### src/rtl/pc_gen.sv
// pc_gen: front-end program counter with fetch handshake,
// trap/branch redirect priority and a one-entry pending-redirect buffer.
module pc_gen #(
    parameter int unsigned          PC_WIDTH  = 32,
    parameter logic [PC_WIDTH-1:0]  RESET_VEC = '0,
    parameter int unsigned          STEP      = 4
) (
    input  logic                clk,
    input  logic                rst,
    input  logic [1:0]          flow_pc_i,
    input  logic                redirect_i,
    input  logic [PC_WIDTH-1:0] redirect_pc_i,
    input  logic                trap_i,
    input  logic [PC_WIDTH-1:0] trap_vec_i,
    input  logic                if_ready_i,
    output logic [PC_WIDTH-1:0] curr_pc_o,
    output logic                pc_valid_o,
    output logic                pend_o
);

    typedef enum logic [1:0] {
        FLOW_WORK    = 2'b00,
        FLOW_STOP    = 2'b01,
        FLOW_REFRESH = 2'b10,
        FLOW_RSVD    = 2'b11
    } flow_e;

    localparam logic [PC_WIDTH-1:0] STEP_V = PC_WIDTH'(STEP);
    localparam logic [PC_WIDTH-1:0] ONE_V  = PC_WIDTH'(1);
    localparam logic [PC_WIDTH-1:0] MASK   = ~(STEP_V - ONE_V);

    flow_e               flow;
    logic [PC_WIDTH-1:0] curr_pc;
    logic                pc_valid;
    logic                pend;
    logic [PC_WIDTH-1:0] pend_pc;
    logic                pend_is_trap;
    logic [PC_WIDTH-1:0] trap_tgt;
    logic [PC_WIDTH-1:0] redir_tgt;
    logic                redir_wr;

    assign flow      = flow_e'(flow_pc_i);
    assign trap_tgt  = trap_vec_i & MASK;
    assign redir_tgt = redirect_pc_i & MASK;

    // A buffered trap must never be displaced by a later branch.
    assign redir_wr = redirect_i & (~pend | ~pend_is_trap);

    always_ff @(posedge clk) begin
        if (rst) begin
            curr_pc      <= RESET_VEC;
            pc_valid     <= 1'b0;
            pend         <= 1'b0;
            pend_pc      <= '0;
            pend_is_trap <= 1'b0;
        end else begin
            pc_valid <= 1'b1;
            unique case (flow)
                FLOW_WORK: begin
                    if (trap_i) begin
                        curr_pc <= trap_tgt;
                        pend    <= 1'b0;
                    end else if (redirect_i) begin
                        curr_pc <= redir_tgt;
                        pend    <= 1'b0;
                    end else if (pend) begin
                        curr_pc <= pend_pc;
                        pend    <= 1'b0;
                    end else if (if_ready_i && pc_valid) begin
                        curr_pc <= curr_pc + STEP_V;
                    end
                end
                FLOW_STOP: begin
                    if (trap_i) begin
                        pend_pc      <= trap_tgt;
                        pend         <= 1'b1;
                        pend_is_trap <= 1'b1;
                    end else if (redir_wr) begin
                        pend_pc      <= redir_tgt;
                        pend         <= 1'b1;
                        pend_is_trap <= 1'b0;
                    end
                end
                default: begin
                    curr_pc      <= RESET_VEC;
                    pend         <= 1'b0;
                    pend_is_trap <= 1'b0;
                end
            endcase
        end
    end

    assign curr_pc_o  = curr_pc;
    assign pc_valid_o = pc_valid;
    assign pend_o     = pend;

endmodule

### config.mk
export PLATFORM = sky130hd
export DESIGN_NAME = pc_gen
export DESIGN_NICKNAME = d
export VERILOG_FILES = /design/src/rtl/pc_gen.sv
export SDC_FILE = /design/constraint.sdc
export NUM_CORES = 1
export LEC_CHECK = 0
export ABC_AREA = 0
export ABC_CLOCK_PERIOD_IN_PS = 1800
export CAP_MARGIN = 0
export CORE_MARGIN = 4
export CORE_UTILIZATION = 40
export CTS_CLUSTER_SIZE = 24
export DETAILED_ROUTE_END_ITERATION = 8
export PLACE_DENSITY = 0.71
export SETUP_SLACK_MARGIN = 0.02
export SLEW_MARGIN = 20
export SYNTH_ARGS = -nofsm -noshare
export SYNTH_HDL_FRONTEND = slang
export SYNTH_SLANG_ARGS = --single-unit
### constraint.sdc
create_clock -name clk -period 1.8 [get_ports clk]
set_input_delay 0.36 -clock clk [delete_from_list [all_inputs] [get_ports clk]]
set_output_delay 0.36 -clock clk [all_outputs]
set_load 0.02 [all_outputs]
==> results.toml <==
[timing]
skew_ns = 0.0115
hold_viol_final = 0
period_minus_slack_ns = 1.79
drv_slew = 0
max_freq_ghz = 0.559
finalSetupViolCount = 0
period_share_pct = 99.4
rsz0062_at_grt = "true"

[detailed_routing]
first_iter_violations = 366
vias_per_cell = 5.86
dr.pass1.iters = 7
wirelength_microns = 15200
drcViolationCount = 0
drtAntennaViolNets = 0
wl_per_cell_microns = 18.5
num_vias = 4822

[yosys]
syn_area_sq_um = 3960
synth_edf_count = 0
synth.distinct_cells = 58
syn_inst = 521
yosys_register_bits = 63
ys_seq_area_share_pct = 31.9
ys_warn_count = 0
synthArstFlopShare_pct = 0
synth-main-ff-cell = "dfxtp_1"
synth_area_per_cell_sq_um = 7.59

[clocking]
clkLatencyLatePin_ns = 0.34
holdBufCountCts = 0
clk_pin_slew_ns = 0.08
h-tree-depth = 3
clk_path_buf_depth = 2
cts_root_buffer = "clkbuf_8"
clkSinkCount = 63
cts_buffers = 9
cts_tree = "yes"

[placed_design]
routabilityCongestion = 0.852
dp_hpwl_microns = 10400
post-place-cells = 792
numPortBuffers = 98
post_dp_cell_area_sq_um = 5730

[critical_path]
max_stage_delay_ns = 0.40
arrival_ns = 2.05
path_class = "flop to flop"
end_kind = "flop"
crit_slowest_cell = "or4_1"
start_kind = "flop"
path_delay_family = "simple AND/OR/NAND/NOR gates"
cp_max_fo = 3
crit_chain = "nand4_4 > buf_6 > buf_4 > nor4_4 > buf_4 > nand2_1 > or4_1 > a31oi_1"
worstPathRequired_ns = 2.06
crit_path_frequent_cell = "buf_4"
path_buf_inv = 3

[finish]
drive_gt1_share_pct = 24.5
fillers = 836
final_nets = 757
final_cells = 823
syn2layout_area_growth_pct = 57.7
fin_area_sq_um = 6240
regArea_sq_um = 1300
multi_input_area_sq_um = 2630
n_antenna_cell = 0

[status]
status = "complete, no violations"

[power_and_ir_drop]
p_leak_nw = 2.61
p_per_area_nw_per_um2 = 587
ir_worst_vdd_mv = 0.396

[floorplan]
num_io_pins = 105
die_area_sq_um = 11500
die_y_microns = 107
start_util_pct = 40.8
rows = 36
coreArea_sq_um = 9680
die_x_microns = 107

[worst_hold_path]
hp-class = "flop to flop"

[global_routing]
track_usage_pct = 25.8
grt_max_degree = 26
grt_pass1_wl_microns = 23800
overflow = 0
grt_pass1_vias = 4556
antenna_found_initial = 0

[flow_run]
drv_cap = 0
[state kept, by name, summed over array words and instances, names as in the netlist]
signal	count
pend_o	1
pend_is_trap	1
curr_pc_o	30
pc_valid_o	1
pend_pc	30
[layer usage]
metal	GRT usage, %	wire [microns]	vias up
li1	-	-	2273
met1	35.8	6570	2284
met2	41.5	7060	226
met3	3.60	1220	39
met4	8.30	375	0
met5	0	0	-
[kinds of logic after synthesis]
| family | after synthesis | synth area share (%) |
|---|---|---|
| and+or+nand+nor | 203 | 26.0 |
| AOI/OAI and AO/OA | 157 | 27.2 |
| DFF | 63 | 31.9 |
| buffers and inverters | 62 | 6.26 |
| muxes | 23 | 5.82 |
| xor gates and xnor gates | 11 | 2.44 |
| adders and majority gates | 1 | 0.316 |
| other | 1 | 0.0948 |
[cell type report]
| type | instances | area share [%] |
|---|---|---|
| clock buffers | 13 | 2.71 |
| flip-flops and latches | 63 | 20.9 |
| clock inverters | 3 | 0.261 |
| repair buffers | 200 | 30.6 |
| inverters | 13 | 0.782 |
| multi-input cells | 398 | 42.1 |
| well taps | 133 | 2.67 |
[tightest hold or removal path, cell delays in order (launching register included)]
cell and delay [ns]:
dfxtp_1 0.31, nor2_1 0.09, a311oi_1 0.05
[per-stage QoR]
stage / util [%] / setup slack (ns) / power [mW] / setup TNS (ns) / hold slack, ns
2_1_floorplan: - / -0.00683 / 1.97 / -0.00683 / 0.450
3_3_place_gp: 59.1 / -0.432 / 2.42 / -17.53 / 0.461
3_5_place_dp: 59.1 / -0.509 / 2.43 / -20.39 / 0.488
4_1_cts: 62.4 / -0.0178 / 3.63 / -0.0178 / 0.497
5_1_grt: 64.4 / -0.0651 / 3.82 / -0.257 / 0.518
6_report: 64.4 / 0.00998 / 3.66 / 0 / 0.496
[power by group]
group / total [mW] / switching (mW) / internal, mW / leakage [nW]
Sequential: 1.51 / 0.0522 / 1.46 / 0.525
Clock: 1.18 / 0.569 / 0.611 / 0.0997
Combinational: 0.967 / 0.483 / 0.484 / 1.99
Total: 3.66 / 1.10 / 2.55 / 2.61
[cell usage after synthesis (5+ instances only)]
cell,count,share of area [%]
a31oi_1,8,1.3
o31ai_1,6,1.1
o21ai_0,31,3.9
a21oi_1,34,4.3
nor3_1,15,1.9
mux2i_1,23,5.8
and3_1,11,1.7
a211oi_1,19,3.6
buf_2,6,0.76
clkbuf_1,37,3.5
a311oi_1,17,3.8
dfxtp_1,63,32
a221oi_1,8,1.8
o22ai_1,5,0.79
nor3b_1,12,2.3
nor2_1,51,4.8
inv_1,13,1.2
xor2_1,7,1.6
nand2_1,54,5.1
nand4_1,10,1.6
nand3_1,21,2.7
[cells in the final DEF, fill, tap and decap left out, types with 4 or more instances in the layout]
cell | synthesis | routed
buf_4 | 2 | 87
clkdlybuf4s50_1 | 0 | 67
nand2_1 | 54 | 52
nor2_1 | 51 | 50
dfxtp_1 | 63 | 49
a21oi_1 | 34 | 31
o21ai_0 | 31 | 28
mux2i_1 | 23 | 23
dlygate4sd2_1 | 0 | 22
a211oi_1 | 19 | 19
nand3_1 | 21 | 17
a311oi_1 | 17 | 16
nor3_1 | 15 | 13
inv_1 | 13 | 12
clkbuf_8 | 0 | 12
and3_1 | 11 | 11
nor3b_1 | 12 | 11
nand4_1 | 10 | 10
dfxtp_4 | 0 | 9
a221oi_1 | 8 | 8
dlymetal6s2s_1 | 0 | 8
xor2_1 | 7 | 7
a31oi_1 | 8 | 7
o31ai_1 | 6 | 6
buf_12 | 0 | 6
o22ai_1 | 5 | 5
dfxtp_2 | 0 | 5
buf_6 | 0 | 5
or2_2 | 4 | 4
nor2b_1 | 4 | 4
o211ai_1 | 4 | 4
xnor2_1 | 4 | 4
[path summary, 6_finish.rpt]
| path | slack, ns | start | cells after the start | end |
|---|---|---|---|---|
| max | 0.01 | curr_pc_o[5] | 8 | curr_pc_o[19] |
| min | 0.50 | pend_pc[11] | 2 | pend_pc[11] |
| max reg2reg | 0.01 | curr_pc_o[5] | 8 | curr_pc_o[19] |
| min reg2reg | 0.50 | pend_pc[11] | 2 | pend_pc[11] |
[timing repair]
| action | 4_1_cts | 5_1_grt |
|---|---|---|
| resized for setup | 30 | 38 |
| setup endpoints to repair | 58 | 36 |
| gates cloned | 3 | 1 |
| buffers inserted | 5 | 6 |
| pin swaps | 6 | 22 |
Power figures use the tool's default switching activity.
